File: config.mk
export PLATFORM = sky130hd
export DESIGN_NAME = jtkicker_dwnld_ctrl
export DESIGN_NICKNAME = d
export VERILOG_FILES = /design/src/rtl/jtkicker_dwnld_ctrl.sv
export SDC_FILE = /design/constraint.sdc
export NUM_CORES = 1
export LEC_CHECK = 0
export ABC_CLOCK_PERIOD_IN_PS = 2570
export CORE_ASPECT_RATIO = 0.8
export CORE_MARGIN = 1.5
export CORE_UTILIZATION = 30
export CTS_BUF_LIST = sky130_fd_sc_hd__clkbuf_8 sky130_fd_sc_hd__clkbuf_16
export CTS_CLUSTER_SIZE = 24
export DETAILED_ROUTE_END_ITERATION = 8
export GPL_TIMING_DRIVEN = 0
export HOLD_SLACK_MARGIN = 0.06
export PLACE_DENSITY = 0.77
export SYNTH_ARGS = -nofsm -noshare
export SYNTH_HDL_FRONTEND = slang
export SYNTH_SLANG_ARGS = --single-unit
File: constraint.sdc
create_clock -name clk -period 2.57 [get_ports clk]
set_clock_uncertainty 0.2 [all_clocks]
set_input_delay 0.771 -clock clk [delete_from_list [all_inputs] [get_ports clk]]
set_output_delay 0.771 -clock clk [all_outputs]
set_load 0.01 [all_outputs]
File: src/rtl/jtkicker_dwnld_ctrl.sv
// ROM download sequencer for the Kicker-family cores.
// Splits the ioctl byte stream into SDRAM writes (with region address
// swizzle, prog_we/prog_rdy handshake and a one-entry skid buffer) and
// single-cycle PROM write strobes.
module jtkicker_dwnld_ctrl #(
  parameter logic [21:0] SND_START  = 22'h0,
  parameter logic [21:0] SCR_START  = 22'h0,
  parameter logic [21:0] OBJ_START  = 22'h0,
  parameter logic [21:0] PCM_START  = 22'h0,
  parameter logic [24:0] PROM_START = 25'h0
) (
  input  logic        clk,
  input  logic        rst,
  input  logic        downloading,
  input  logic [24:0] ioctl_addr,
  input  logic [7:0]  ioctl_dout,
  input  logic        ioctl_wr,
  output logic [21:0] prog_addr,
  output logic [7:0]  prog_data,
  output logic        prog_we,
  input  logic        prog_rdy,
  output logic [10:0] prom_addr,
  output logic [7:0]  prom_data,
  output logic        prom_we,
  output logic        dwnld_busy,
  output logic        overflow
);

  // The region map must be ascending; the sound region start only bounds
  // the layout, it needs no address treatment of its own.
  if (SND_START > SCR_START || SCR_START > OBJ_START || OBJ_START > PCM_START) begin : g_bad_layout
    $error("jtkicker_dwnld_ctrl: ROM region starts must be in ascending order");
  end

  typedef enum logic [1:0] {ST_IDLE, ST_WAIT, ST_GAP} state_t;

  state_t      state_q, state_d;
  logic [21:0] prog_addr_q, prog_addr_d;
  logic [7:0]  prog_data_q, prog_data_d;
  logic        buf_valid_q, buf_valid_d;
  logic [21:0] buf_addr_q, buf_addr_d;
  logic [7:0]  buf_data_q, buf_data_d;
  logic        overflow_q, overflow_d;
  logic        busy_q, busy_d;
  logic        prom_we_q, prom_we_d;
  logic [10:0] prom_addr_q, prom_addr_d;
  logic [7:0]  prom_data_q, prom_data_d;

  logic [21:0] byte_addr;
  logic [21:0] swz_addr;
  logic [10:0] prom_off;
  logic        in_scr, in_obj, in_prom;
  logic        wr_ok, sdram_wr;
  logic        pop, direct;

  assign byte_addr = ioctl_addr[21:0];
  assign in_prom   = ioctl_addr >= PROM_START;
  assign in_scr    = (byte_addr >= SCR_START) && (byte_addr < OBJ_START);
  assign in_obj    = (byte_addr >= OBJ_START) && (byte_addr < PCM_START);
  assign prom_off  = ioctl_addr[10:0] - PROM_START[10:0];
  assign wr_ok     = ioctl_wr & downloading;
  assign sdram_wr  = wr_ok & ~in_prom;

  // Region-dependent address swizzle for the scroll and object layouts.
  always_comb begin
    swz_addr = byte_addr;
    if (in_scr) begin
      swz_addr[0] = ~byte_addr[0];
    end else if (in_obj) begin
      swz_addr[4:0] = {byte_addr[2:0], ~byte_addr[4], ~byte_addr[3]};
    end
  end

  // SDRAM write sequencer: IDLE -> WAIT (hold until ack) -> GAP (one dead
  // cycle), plus skid-buffer fill/pop and sticky overflow on a full buffer.
  always_comb begin
    state_d     = state_q;
    prog_addr_d = prog_addr_q;
    prog_data_d = prog_data_q;
    buf_valid_d = buf_valid_q;
    buf_addr_d  = buf_addr_q;
    buf_data_d  = buf_data_q;
    overflow_d  = overflow_q;
    pop         = 1'b0;
    direct      = 1'b0;
    case (state_q)
      ST_IDLE: begin
        if (buf_valid_q) begin
          pop         = 1'b1;
          prog_addr_d = buf_addr_q;
          prog_data_d = buf_data_q;
          state_d     = ST_WAIT;
        end else if (sdram_wr) begin
          direct      = 1'b1;
          prog_addr_d = swz_addr;
          prog_data_d = ioctl_dout;
          state_d     = ST_WAIT;
        end
      end
      ST_WAIT: begin
        if (prog_rdy) begin
          state_d = ST_GAP;
        end
      end
      ST_GAP: begin
        if (buf_valid_q) begin
          pop         = 1'b1;
          prog_addr_d = buf_addr_q;
          prog_data_d = buf_data_q;
          state_d     = ST_WAIT;
        end else begin
          state_d = ST_IDLE;
        end
      end
      default: state_d = ST_IDLE;
    endcase
    if (pop) begin
      buf_valid_d = 1'b0;
    end
    // A pop in the same cycle frees the slot for the incoming byte.
    if (sdram_wr && !direct) begin
      if (!buf_valid_q || pop) begin
        buf_valid_d = 1'b1;
        buf_addr_d  = swz_addr;
        buf_data_d  = ioctl_dout;
      end else begin
        overflow_d = 1'b1;
      end
    end
  end

  // Busy from the first accepted byte until the download ended and drained.
  always_comb begin
    busy_d = busy_q;
    if (wr_ok) begin
      busy_d = 1'b1;
    end else if (!downloading && state_q == ST_IDLE && !buf_valid_q) begin
      busy_d = 1'b0;
    end
  end

  // PROM bytes bypass the SDRAM path and produce a one-cycle strobe.
  always_comb begin
    prom_we_d   = wr_ok & in_prom;
    prom_addr_d = prom_addr_q;
    prom_data_d = prom_data_q;
    if (prom_we_d) begin
      prom_addr_d = prom_off;
      prom_data_d = ioctl_dout;
    end
  end

  // State register with synchronous reset.
  always_ff @(posedge clk) begin
    if (rst) begin
      state_q     <= ST_IDLE;
      prog_addr_q <= '0;
      prog_data_q <= '0;
      buf_valid_q <= 1'b0;
      buf_addr_q  <= '0;
      buf_data_q  <= '0;
      overflow_q  <= 1'b0;
      busy_q      <= 1'b0;
      prom_we_q   <= 1'b0;
      prom_addr_q <= '0;
      prom_data_q <= '0;
    end else begin
      state_q     <= state_d;
      prog_addr_q <= prog_addr_d;
      prog_data_q <= prog_data_d;
      buf_valid_q <= buf_valid_d;
      buf_addr_q  <= buf_addr_d;
      buf_data_q  <= buf_data_d;
      overflow_q  <= overflow_d;
      busy_q      <= busy_d;
      prom_we_q   <= prom_we_d;
      prom_addr_q <= prom_addr_d;
      prom_data_q <= prom_data_d;
    end
  end

  assign prog_addr  = prog_addr_q;
  assign prog_data  = prog_data_q;
  assign prog_we    = (state_q == ST_WAIT);
  assign prom_addr  = prom_addr_q;
  assign prom_data  = prom_data_q;
  assign prom_we    = prom_we_q;
  assign dwnld_busy = busy_q;
  assign overflow   = overflow_q;

endmodule
==> summary.txt <==
Clock tree
  • Root Buffer: clkbuf_8
  • Clock net sink count: 21
  • Post-CTS Hold Buffers: 0
  • Worst-skew pair later-pin latency: around 0.25 ns
  • # resized after CTS: 0
  • Clk pin slew, worst setup/hold paths: 0.07 ns
  • Postcts setup bufs: 0
  • Clock buffer depth: 2
  • H-tree depth: 1
  • CTS tree: built
  • CTS buffer count: 3

Worst setup path
  • CP Launch Type: flop
  • Crit path depth: 1
  • Kind of critical path: flop to output port
  • WP buf/inv: 1
  • Endpoint class of the critical path: output port
  • Crit-path max FO: 2
  • Family with the most delay on the worst path: buffers and inverters
  • R2R depth: 2
  • Crit-path slowest cell: clkdlybuf4s50_1
  • CP peak stage delay: 0.54 ns
  • Crit path DAT: 1.14 ns
  • Cell Chain, Critical Path: clkdlybuf4s50_1
  • CP required: 1.60 ns

GRT
  • Largest net degree at the start of global routing: 12
  • First-pass GRT wire length: 4020 um
  • Initial antenna violation count: 0
  • Vias in the first global route: between 800 and 900
  • Total GRT Usage: 0.119
  • Grt ovf: 0

Power and ir drop
  • Leak pwr: 0.805 nW
  • Power Dens Cells: 405 nW/um2
  • Flop pwr share: 0.464
  • Power share of the combinational group: 0.263
  • Sw frac: 0.253
  • Internal power: 0.000559 W
  • Peak supply drop: 0.162 mV
  • Clock power frac: 0.273
  • Net switching power: 0.000189 W

Synth
  • Compound-cell area share of the yosys netlist: 0.295
  • Flops & latches, synth: 21
  • Synth Instances: 125
  • Synth Area in XOR/XNOR: 0
  • Post-synthesis mux area share: 0
  • Synth Area in Adders: 0
  • Syn_area_per_cell: between 9 and 10 um2
  • Mapped Area: 1210 um2
  • Netlist cell types: 11
  • Register area share after synthesis: 0.348
  • Simple-gate share of the synthesized area: 0.0984
  • Ys Warns: 0
  • Main combinational cell family by area after synthesis: compound AO/OA/AOI/OAI gates

Placed design
  • Placer Congestion: ~0.65
  • Port bufs: between 40 and 50
  • Detailed placer's ending HPWL: 2010 um

Die
  • I/O pins: 91
  • Row count: 20
  • Die Y: about 60 um
  • Core area: 3830 um2
  • Die width: 73.9 um
  • Initial Util: 0.315
  • Die Area: 4420 um2

Route
  • Vias after detailed routing: 969
  • Routed Antenna Nets: 0
  • Via density: 3.79
  • Final wirelength: 2550 um
  • Routed len/inst: 9.96 um
  • Drt initial violations: 15
  • Drt first pass iters: 4
  • DRC Markers: 0

STA
  • Hold Vio Cnt, Final: 0
  • RSZ-0062 raised after global routing: no
  • Slew Viols, Final: 0
  • Final Cycle Share: 0.820
  • Count of final setup violators: 0
  • Worst hold slack: 0.366 ns
  • Final min period: 2.11 ns
  • Final setup TNS: 0 ns
  • Fmax: approximately 0.47 GHz

Layout
  • Final #Nets: 240
  • Layout cells sized above 1: 0.323
  • Area Growth Syn to Fin: 53.1%
  • Filler Cells Inserted: approximately 380
  • Ant diodes: 0

Hold path
  • Hold/Removal Path Class: flop to flop
  • Hold depth: 2

Run
  • Max-capacitance violation count: 0

Outcome
  • Status: completed
==> layout by cell type (no fill, tap or decap) <==
cell type	n
nor2_1	2
buf_6	2
inv_1	1
clkbuf_8	3
a21bo_1	19
buf_2	6
dfxtp_1	21
a21oi_2	19
clkdlybuf4s50_1	41
conb_1	32
nand3_1	19
nor3b_2	1
buf_4	34
nand2_1	1
==> final timing paths <==
path                        startpoint                   endpoint  slack (ns)
max          prom_addr[2]$_SDFFE_PP0P_               prom_addr[2]        0.46
min            dwnld_busy$_SDFFE_PP0P_    dwnld_busy$_SDFFE_PP0P_        0.37
max reg2reg  prom_addr[0]$_SDFFE_PP0P_  prom_addr[0]$_SDFFE_PP0P_        1.62
min reg2reg    dwnld_busy$_SDFFE_PP0P_    dwnld_busy$_SDFFE_PP0P_        0.37
==> sequential cells by signal (all words and copies together), names as in the netlist <==
register    flops
prom_addr      11
prom_data       8
prom_we         1
dwnld_busy      1
==> kinds of logic after synthesis <==
kind of cell           after synthesis
DFF                                 21
other                                1
buffers and inverters               42
AOI/OAI and AO/OA                   38
and+or+nand+nor                     23
==> per-layer routing <==
layer	vias up	global-route usage	part of all wire
met5	-	0	0
met3	2	0.0337	0.056
li1	511	-	-
met1	426	0.152	0.46
met4	0	0.0317	0.0098
met2	30	0.198	0.48
==> cell type report <==
type	count	area (um2)	area share
Multi-Input combinational cell	93	596	0.322
Timing Repair Buffer	41	410	0.222
Buffer	42	308	0.167
Sequential cell	21	420	0.227
Clock buffer	3	41.3	0.0223
Tap cell	55	68.8	0.0372
Clock inverter	1	3.75	0.00203
==> tightest hold or removal path, delay by kind of cell (launching register included) <==
| family | cells | cell delay [ns] |
|---|---|---|
| simple gates | 2 | 0.20 |
| flops | 1 | 0.32 |
==> cell usage after synthesis <==
| cell type | n | area, um2 |
|---|---|---|
| a21oi_2 | 19 | 166 |
| nor3b_2 | 1 | 12.5 |
| dfxtp_1 | 21 | 420 |
| buf_2 | 6 | 30.0 |
| a21bo_1 | 19 | 190 |
| buf_6 | 2 | 22.5 |
| nor2_1 | 2 | 7.51 |
| conb_1 | 1 | 3.75 |
| buf_4 | 34 | 255 |
| nand3_1 | 19 | 95.1 |
| nand2_1 | 1 | 3.75 |
==> stage by stage <==
stage / utilization / cells / setup slack [ns] / cell area, um2 / total power, W
2_1_floorplan: - / 156 / 1.10 / 1320 / 0.000478
3_3_place_gp: 0.471 / 252 / 0.586 / 1800 / 0.000550
3_5_place_dp: 0.471 / 252 / 0.585 / 1800 / 0.000551
4_1_cts: 0.483 / 256 / 0.448 / 1850 / 0.000756
5_1_grt: 0.483 / 256 / 0.389 / 1850 / 0.000790
6_report: 0.483 / 256 / 0.464 / 1850 / 0.000748
==> power groups by stage <==
| stage | sequential, W | combinational, W | clock, W |
|---|---|---|---|
| after floorplan | 0.000361 | 0.000117 | 0 |
| after global placement | 0.000354 | 0.000196 | 0 |
| after detailed placement | 0.000355 | 0.000196 | 0 |
| after CTS | 0.000348 | 0.000197 | 0.000212 |
| after global routing | 0.000350 | 0.000213 | 0.000228 |
| final | 0.000347 | 0.000197 | 0.000204 |
Power figures use the tool's default switching activity.
